File: config.mk
export PLATFORM = sky130hd
export DESIGN_NAME = sync_fifo_ram_flat
export DESIGN_NICKNAME = d
export VERILOG_FILES = /design/src/rtl/sync_fifo_ram_if.sv /design/src/rtl/sync_fifo_ram.sv /design/src/flat_wrapper.sv
export SDC_FILE = /design/constraint.sdc
export NUM_CORES = 1
export LEC_CHECK = 0
export CORE_MARGIN = 8
export CORE_UTILIZATION = 40
export CTS_CLUSTER_DIAMETER = 80
export DETAILED_ROUTE_END_ITERATION = 10
export PLACE_DENSITY = 0.56
export SYNTH_ARGS = -nofsm -noshare
export SYNTH_HDL_FRONTEND = slang
export SYNTH_SLANG_ARGS = --single-unit
File: constraint.sdc
create_clock -name clk -period 5.7 [get_ports clk]
set_clock_uncertainty 0.2 [all_clocks]
set_input_delay 1.14 -clock clk [delete_from_list [all_inputs] [get_ports clk]]
set_output_delay 1.14 -clock clk [all_outputs]
set_load 0.02 [all_outputs]
File: src/rtl/sync_fifo_ram_if.sv
// Handshake/bus bundle for sync_fifo_ram: producer/consumer requests in,
// registered read data and status flags out.
interface sync_fifo_ram_if #(
  parameter int DATA_WIDTH = 8,
  parameter int ADDR_WIDTH = 5
);
  logic                  clear;
  logic                  write_enable;
  logic [DATA_WIDTH-1:0] data;
  logic                  read_enable;
  logic [DATA_WIDTH-1:0] out_data;
  logic                  out_valid;
  logic                  full;
  logic                  empty;
  logic                  almost_full;
  logic                  almost_empty;
  logic [ADDR_WIDTH:0]   count;
  logic                  overflow;
  logic                  underflow;

  // Side that issues requests and observes the buffer
  modport master (
    output clear, write_enable, data, read_enable,
    input  out_data, out_valid, full, empty, almost_full, almost_empty,
           count, overflow, underflow
  );

  // The buffer itself
  modport slave (
    input  clear, write_enable, data, read_enable,
    output out_data, out_valid, full, empty, almost_full, almost_empty,
           count, overflow, underflow
  );
endinterface

File: src/rtl/sync_fifo_ram.sv
// Single-clock FIFO with its own inferred dual-port storage array.
// Occupancy count drives registered full/empty/watermark flags; overflow and
// underflow are sticky until reset or clear. Read data has one clock latency.
module sync_fifo_ram #(
  parameter int DATA_WIDTH = 8,
  parameter int ADDR_WIDTH = 5,
  parameter int AF_MARGIN  = 4,
  parameter int AE_MARGIN  = 4
) (
  input logic           clk,
  input logic           rst_n,
  sync_fifo_ram_if.slave bus
);

  localparam int                  DEPTH      = 2 ** ADDR_WIDTH;
  localparam logic [ADDR_WIDTH:0] DEPTH_C    = (ADDR_WIDTH + 1)'(DEPTH);
  localparam logic [ADDR_WIDTH:0] AF_LEVEL_C = (ADDR_WIDTH + 1)'(DEPTH - AF_MARGIN);
  localparam logic [ADDR_WIDTH:0] AE_LEVEL_C = (ADDR_WIDTH + 1)'(AE_MARGIN);
  localparam logic [ADDR_WIDTH:0] ONE_C      = (ADDR_WIDTH + 1)'(1);
  localparam logic [ADDR_WIDTH-1:0] PTR_ONE_C = ADDR_WIDTH'(1);

  // Storage: intentionally not reset so it maps onto plain RAM
  logic [DATA_WIDTH-1:0] mem_q [DEPTH];

  logic [ADDR_WIDTH-1:0] wr_ptr_q, wr_ptr_d;
  logic [ADDR_WIDTH-1:0] rd_ptr_q, rd_ptr_d;
  logic [ADDR_WIDTH:0]   count_q, count_d;
  logic [DATA_WIDTH-1:0] out_q, out_d;
  logic                  out_valid_q, out_valid_d;
  logic                  full_q, full_d;
  logic                  empty_q, empty_d;
  logic                  almost_full_q, almost_full_d;
  logic                  almost_empty_q, almost_empty_d;
  logic                  overflow_q, overflow_d;
  logic                  underflow_q, underflow_d;
  logic                  wr_acc_s;
  logic                  rd_acc_s;

  // Next-state: clear wins; otherwise accept on pre-edge flags, flags follow new count
  always_comb begin
    wr_acc_s       = 1'b0;
    rd_acc_s       = 1'b0;
    wr_ptr_d       = wr_ptr_q;
    rd_ptr_d       = rd_ptr_q;
    count_d        = count_q;
    out_d          = out_q;
    out_valid_d    = 1'b0;
    full_d         = full_q;
    empty_d        = empty_q;
    almost_full_d  = almost_full_q;
    almost_empty_d = almost_empty_q;
    overflow_d     = overflow_q;
    underflow_d    = underflow_q;

    if (bus.clear) begin
      wr_ptr_d       = '0;
      rd_ptr_d       = '0;
      count_d        = '0;
      out_d          = '0;
      out_valid_d    = 1'b0;
      full_d         = 1'b0;
      empty_d        = 1'b1;
      almost_full_d  = 1'b0;
      almost_empty_d = 1'b1;
      overflow_d     = 1'b0;
      underflow_d    = 1'b0;
    end else begin
      wr_acc_s = bus.write_enable && !full_q;
      rd_acc_s = bus.read_enable && !empty_q;

      if (wr_acc_s) begin
        wr_ptr_d = wr_ptr_q + PTR_ONE_C;
      end else begin
        wr_ptr_d = wr_ptr_q;
      end

      if (rd_acc_s) begin
        rd_ptr_d = rd_ptr_q + PTR_ONE_C;
        out_d    = mem_q[rd_ptr_q];
      end else begin
        rd_ptr_d = rd_ptr_q;
        out_d    = out_q;
      end
      out_valid_d = rd_acc_s;

      case ({wr_acc_s, rd_acc_s})
        2'b10:   count_d = count_q + ONE_C;
        2'b01:   count_d = count_q - ONE_C;
        default: count_d = count_q;
      endcase

      overflow_d     = overflow_q  | (bus.write_enable & full_q);
      underflow_d    = underflow_q | (bus.read_enable & empty_q);
      full_d         = (count_d == DEPTH_C);
      empty_d        = (count_d == '0);
      almost_full_d  = (count_d >= AF_LEVEL_C);
      almost_empty_d = (count_d <= AE_LEVEL_C);
    end
  end

  // Control/status registers with asynchronous reset
  always_ff @(posedge clk or negedge rst_n) begin
    if (!rst_n) begin
      wr_ptr_q       <= '0;
      rd_ptr_q       <= '0;
      count_q        <= '0;
      out_q          <= '0;
      out_valid_q    <= 1'b0;
      full_q         <= 1'b0;
      empty_q        <= 1'b1;
      almost_full_q  <= 1'b0;
      almost_empty_q <= 1'b1;
      overflow_q     <= 1'b0;
      underflow_q    <= 1'b0;
    end else begin
      wr_ptr_q       <= wr_ptr_d;
      rd_ptr_q       <= rd_ptr_d;
      count_q        <= count_d;
      out_q          <= out_d;
      out_valid_q    <= out_valid_d;
      full_q         <= full_d;
      empty_q        <= empty_d;
      almost_full_q  <= almost_full_d;
      almost_empty_q <= almost_empty_d;
      overflow_q     <= overflow_d;
      underflow_q    <= underflow_d;
    end
  end

  // Storage write port; a clear cycle never writes
  always_ff @(posedge clk) begin
    if (wr_acc_s) begin
      mem_q[wr_ptr_q] <= bus.data;
    end
  end

  assign bus.out_data     = out_q;
  assign bus.out_valid    = out_valid_q;
  assign bus.full         = full_q;
  assign bus.empty        = empty_q;
  assign bus.almost_full  = almost_full_q;
  assign bus.almost_empty = almost_empty_q;
  assign bus.count        = count_q;
  assign bus.overflow     = overflow_q;
  assign bus.underflow    = underflow_q;

endmodule

File: src/flat_wrapper.sv
// flat-port wrapper written by rule: the top's interface ports become plain ports
module sync_fifo_ram_flat 
#(
  parameter int DATA_WIDTH = 8,
  parameter int ADDR_WIDTH = 5,
  parameter int AF_MARGIN  = 4,
  parameter int AE_MARGIN  = 4
)
  (clk, rst_n, bus_clear, bus_write_enable, bus_data, bus_read_enable, bus_out_data, bus_out_valid, bus_full, bus_empty, bus_almost_full, bus_almost_empty, bus_count, bus_overflow, bus_underflow);
  sync_fifo_ram_if #(.DATA_WIDTH(DATA_WIDTH), .ADDR_WIDTH(ADDR_WIDTH)) bus_i ();
  input logic clk;
  input logic rst_n;
  input wire logic [$bits(bus_i.clear)-1:0] bus_clear;
  input wire logic [$bits(bus_i.write_enable)-1:0] bus_write_enable;
  input wire logic [$bits(bus_i.data)-1:0] bus_data;
  input wire logic [$bits(bus_i.read_enable)-1:0] bus_read_enable;
  output wire logic [$bits(bus_i.out_data)-1:0] bus_out_data;
  output wire logic [$bits(bus_i.out_valid)-1:0] bus_out_valid;
  output wire logic [$bits(bus_i.full)-1:0] bus_full;
  output wire logic [$bits(bus_i.empty)-1:0] bus_empty;
  output wire logic [$bits(bus_i.almost_full)-1:0] bus_almost_full;
  output wire logic [$bits(bus_i.almost_empty)-1:0] bus_almost_empty;
  output wire logic [$bits(bus_i.count)-1:0] bus_count;
  output wire logic [$bits(bus_i.overflow)-1:0] bus_overflow;
  output wire logic [$bits(bus_i.underflow)-1:0] bus_underflow;
  assign bus_i.clear = bus_clear;
  assign bus_i.write_enable = bus_write_enable;
  assign bus_i.data = bus_data;
  assign bus_i.read_enable = bus_read_enable;
  assign bus_out_data = bus_i.out_data;
  assign bus_out_valid = bus_i.out_valid;
  assign bus_full = bus_i.full;
  assign bus_empty = bus_i.empty;
  assign bus_almost_full = bus_i.almost_full;
  assign bus_almost_empty = bus_i.almost_empty;
  assign bus_count = bus_i.count;
  assign bus_overflow = bus_i.overflow;
  assign bus_underflow = bus_i.underflow;
  sync_fifo_ram #(.DATA_WIDTH(DATA_WIDTH), .ADDR_WIDTH(ADDR_WIDTH), .AF_MARGIN(AF_MARGIN), .AE_MARGIN(AE_MARGIN)) u_core (.clk(clk), .rst_n(rst_n), .bus(bus_i));
endmodule
Word level (Yosys, flattened, before mapping):

Memory sizes are Yosys's and may differ from the RTL's.
Index checks and enable logic that the tools add are counted.

* register bits: 31
* RAM bits: 256
* input port bits: 13
* output and inout bits: 21
* logic and storage cells: 51
* memories: 1

Memories
* u_core.mem_q: words 32, width 8, read ports 1, clocked after memory_dff 0, write ports 1, RTL line sync_fifo_ram.sv:23 `logic [DATA_WIDTH-1:0] mem_q [DEPTH];`

* $add $sub $neg: 4
* $lt $le $gt $ge: 2
* equal/unequal tests: 3
* mux-type cells: 19
* bitwise operators: 4
* reductions and logical operators: 7

Operators with widths (number)
* $mux 5: 4
* $mux 8: 2
* $mux 6: 2
* $pmux 6 s2: 1
* $add 5x1->5 const B: 2
* $mux 1: 10
* $add 6x1->6 const B: 1
* $eq 6x6->1 const B: 1
* $ge 6x5->1 const B: 1
* $le 6x3->1 const B: 1
* $logic_not 6->1: 1
* $sub 6x1->6 const B: 1
* $reduce_bool 2->1: 2
* $and 1x1->1: 2
* $eq 2x1->1 const B: 1
* $eq 2x2->1 const B: 1
* $logic_and 1x1->1: 2
* $logic_not 1->1: 2
* $or 1x1->1: 2

Depth between registers and ports, before layout:

* word-level depth: 7
* depth in mapped cells: 11
* depth with buffers taken out: 9

Worst setup path before layout:

Ideal clock, no wire load.

* kind: input-to-reg
* start point: input bus_read_enable
* end point: register u_core.full_q, in the netlist u_core.bus.full
* library setup time: 0.138 ns
* data arrival time: 2.892 ns
* data required time: 5.362 ns
* slack: 2.470 ns
* stages on the path: 11
* buffers on the path: 3
* cells stage by stage: nand2b_1 > buf_2 > clkinv_1 > buf_6 > ha_1 > buf_2 > or2_2 > a21o_1 > o221a_2 > nand4_1 > nor4b_2

* cells in the longest elaborated chain, start to end: 6
* elaborated cells between the ends (all ways): 7
* classes of those cells: eq/ne (3); mux (3); reduce/logical (1)

RTL lines
* start, declared: RTL line flat_wrapper.sv:16 `input wire logic [$bits(bus_i.read_enable)-1:0] bus_read_enable;`
* $logic_and 1x1->1 (*): RTL line sync_fifo_ram.sv:69 `rd_acc_s = bus.read_enable && !empty_q;`
* $eq 2x1->1 or $eq 2x2->1 (tied branches): RTL line sync_fifo_ram.sv:86 `case ({wr_acc_s, rd_acc_s})`
* $pmux 6 s2 (*): RTL line sync_fifo_ram.sv:86
* $mux 6 (*): RTL line sync_fifo_ram.sv:55 `if (bus.clear) begin`
* $eq 6x6->1 (*): RTL line sync_fifo_ram.sv:94 `full_d = (count_d == DEPTH_C);`
* $mux 1 (*): RTL line sync_fifo_ram.sv:55
* net u_core.full_d: RTL line sync_fifo_ram.sv:30 `logic full_q, full_d;`
* end signal, assigned: RTL line sync_fifo_ram.sv:121 `full_q <= full_d;`
* end, declared: RTL line sync_fifo_ram.sv:30

Mark *: on every way through the listed nets, which the timed path passes. The rest lies on a longest branch. The select of a mux whose other input is x is not followed.
A chain may end at the register's enable or synchronous reset.

Worst setup path in the final report:

* start point: input bus_write_enable
* end point: memory u_core.mem_q[17][5] (enable)

* cells in the longest elaborated chain, start to end: 4

RTL lines
* start, declared: RTL line flat_wrapper.sv:14 `input wire logic [$bits(bus_i.write_enable)-1:0] bus_write_enable;`
* $logic_and 1x1->1: RTL line sync_fifo_ram.sv:68 `wr_acc_s = bus.write_enable && !full_q;`
* $mux 1: RTL line sync_fifo_ram.sv:55
* $mux 1: RTL line sync_fifo_ram.sv:132 `if (wr_acc_s) begin`
* $mux 1 (not written as such): RTL line sync_fifo_ram.sv:133 `mem_q[wr_ptr_q] <= bus.data;`
* end, declared: RTL line sync_fifo_ram.sv:23

Every way passes these cells.

==> results.json <==
{
  "status": "complete, no violations",
  "route.detailed.drc": 0,
  "cp_top_family": "simple AND/OR/NAND/NOR gates",
  "yosysSeqAreaShare_pct": 73.0,
  "cpMaxStageDelayCell": "nor2_1",
  "grt_pass1_vias": 6002,
  "drv_cap": 0,
  "setup_viol": 0,
  "cts_resized": 0,
  "fin_crit_ns": 3.90,
  "crit_fanout": 10,
  "nNetsFinal": 689,
  "slew_viol_final": 0,
  "power.total_mw": 4.82,
  "synth_top_area_cell": "edfxtp_1",
  "cp.required_ns": 5.66,
  "die_h_um": 186,
  "drtIter0Drc": 502,
  "drtAntennaViolNets": 0,
  "io_pins": 34,
  "antenna_found_initial": 0,
  "r2r-start": "u_core.bus.empty",
  "max_freq_mhz": 256,
  "rr_endpoint": "u_core.bus.full",
  "vias": 5820,
  "initial_core_util_pct": 40.5,
  "gp_congestion": 0.840,
  "grt_pass1_wl_mm": 37.9,
  "hold_violations": 0,
  "p_per_area_mw_per_mm2": 365,
  "grt-ovfl-total": 0,
  "crit_chain": "clkdlybuf4s50_1 > nor2b_1 > inv_4 > nor2_1 > nand2_1 > nor2_1",
  "grt_max_degree": 55,
  "post_cts_buffers": 0,
  "cpPeakStageDelay_ns": 0.77,
  "clk_path_buf_depth": 3,
  "rows": 62,
  "cts_tree": "done",
  "hold_path.startpoint": "u_core.bus.underflow",
  "grt_use_total_pct": 14.1,
  "syn-mean-instance-area_um2": 18.5,
  "cts.sinks": 287,
  "wl_mm": 24.9,
  "diodes": 0,
  "synthTopCellsByArea": "edfxtp_1 (66%), mux4_2 (7.8%), dfrtp_1 (6.3%)",
  "synth_top_cell_area_share_pct": 66.3,
  "hold_buffers": 0,
  "critPathBufInv": 2,
  "drt_pass1_iterations": 5,
  "root_buffer": "clkbuf_16",
  "cp_common_cell": "nor2_1",
  "synth_enable_flop_cells": 256,
  "io_buffers": 33,
  "ys_ff_latch": 287,
  "ys_warn_count": 0,
  "end_kind": "register",
  "core_area_mm2": 0.0286,
  "die_x_um": 186,
  "hp-class": "register to register",
  "viasPerCell": 5.42,
  "cts_inserted_buffers": 28,
  "synth_common_cells": "edfxtp_1 (256), nor2_1 (51), mux2i_1 (49)",
  "synth_top_flop_cell": "edfxtp_1",
  "holdPathEnd": "u_core.bus.underflow",
  "path_class": "input port to register",
  "htreeDepth": 1,
  "peakVddDrop_mv": 0.248,
  "grt_setup_unrepaired": "no",
  "fp.dieArea_mm2": 0.0347,
  "dp_hpwl_mm": 15.6,
  "clk_pin_slew_ns": 0.06,
  "arrival_ns": 3.86,
  "maxSlewHeadroom_pct": 30.1,
  "async_flop_share_pct": 10.8,
  "syn_area_mm2": 0.0116,
  "wire_per_inst_um": 23.2,
  "synth_cell_type_count": 51,
  "worst-r2r-setup-slack_ns": 2.41,
  "tightest_slew_ns": 1.05,
  "synthCells": 628,
  "areaGrowthSynthToFinish_pct": 14.1,
  "fin_tns_setup_ns": 0,
  "synth_most_common_cell": "edfxtp_1",
  "setup.worst_path.start_class": "input port",
  "fin_crit_sh_pct": 68.5,
  "p_leak_nw": 4.19,
  "r2r_cells": 7,
  "hold_path_depth": 2,
  "syn_nets": 648,
  "layout-drive-gt1-share_pct": 16.8,
  "clk_latency_ns": 0.53
}
sequential cells by signal, summed over array words and instances (netlist names):
signal                   count
u_core.bus.count             6
u_core.bus.almost_full       1
u_core.bus.empty             1
u_core.bus.overflow          1
u_core.bus.out_data          8
u_core.bus.full              1
u_core.rd_ptr_q              5
u_core.wr_ptr_q              5
u_core.bus.almost_empty      1
u_core.bus.underflow         1
u_core.mem_q               256
u_core.bus.out_valid         1
cell usage in the layout, fill, tap and decap left out, types with 10 or more instances in the layout:
cell,Yosys,layout
mux4_2,40,40
buf_4,6,12
clkbuf_16,0,29
edfxtp_1,256,256
mux2i_1,49,49
nand2_1,26,26
a21oi_1,10,10
clkdlybuf4s50_1,0,33
nor2_1,51,51
a22o_1,16,16
dfrtp_1,29,27
per-stage QoR:
stage | instances | area (um^2) | setup slack (ns) | utilization [%] | hold WS (ns)
2_1_floorplan | 628 | 11600 | 2.47 | - | 0.351
3_3_place_gp | 1023 | 12300 | 1.33 | 43.0 | 0.289
3_5_place_dp | 1023 | 12300 | 1.23 | 43.0 | 0.293
4_1_cts | 1073 | 13200 | 1.77 | 46.2 | 0.307
5_1_grt | 1073 | 13200 | 1.58 | 46.2 | 0.362
6_report | 1073 | 13200 | 1.80 | 46.2 | 0.300
layout make-up:
| class | instances | area [um^2] |
|---|---|---|
| Fill cell | 2408 | 15400 |
| Sequential cell | 287 | 8470 |
| Multi-Input combinational cell | 301 | 2910 |
| Clock buffer | 34 | 764 |
| Tap cell | 384 | 480 |
| Timing Repair Buffer | 45 | 420 |
| Clock inverter | 16 | 161 |
| Inverter | 6 | 25.0 |
kinds of logic after synthesis:
logic type / after synthesis / synth area share, %
xor gates and xnor gates: 10 / 0.755
muxes: 105 / 14.6
adders and majority gates: 7 / 0.755
buffers and inverters: 40 / 1.95
AOI/OAI and AO/OA: 71 / 4.64
DFF: 287 / 73.0
and+or+nand+nor: 108 / 4.36
layer usage:
metal | vias to the layer above | GRT usage (%) | share of wire, %
met5 | - | 0 | 0
met1 | 3013 | 19.6 | 46
met2 | 163 | 22.6 | 47
met3 | 37 | 2.40 | 4.5
li1 | 2607 | - | -
met4 | 0 | 3.60 | 2.0
worst reg2reg max path: cells and delay by family (launching register included):
kind            cells  cell delay (ns)
compound gates      2             0.63
simple gates        3             0.84
fa+ha+maj           1             0.57
flops               1             0.54
buf+inv             1             0.41
power by group:
part	total, mW	switching [mW]	internal, mW
Clock	1.83	0.748	1.09
Sequential	2.44	0.110	2.33
Combinational	0.549	0.273	0.276
Total	4.82	1.13	3.69
how the worst max path moves through the flow:
stage,startpoint,to,slack (ns),cells after the start
detailed placement,bus_write_enable,u_core.mem_q[18][5],1.23,6
CTS,bus_write_enable,u_core.mem_q[27][5],1.77,6
floorplan,bus_read_enable,u_core.bus.full,2.47,11
global placement,bus_write_enable,u_core.mem_q[24][1],1.33,6
finish,bus_write_enable,u_core.mem_q[17][5],1.80,6
global route,bus_write_enable,u_core.mem_q[18][5],1.58,6
Note: power is estimated with default switching activity, not from simulation.
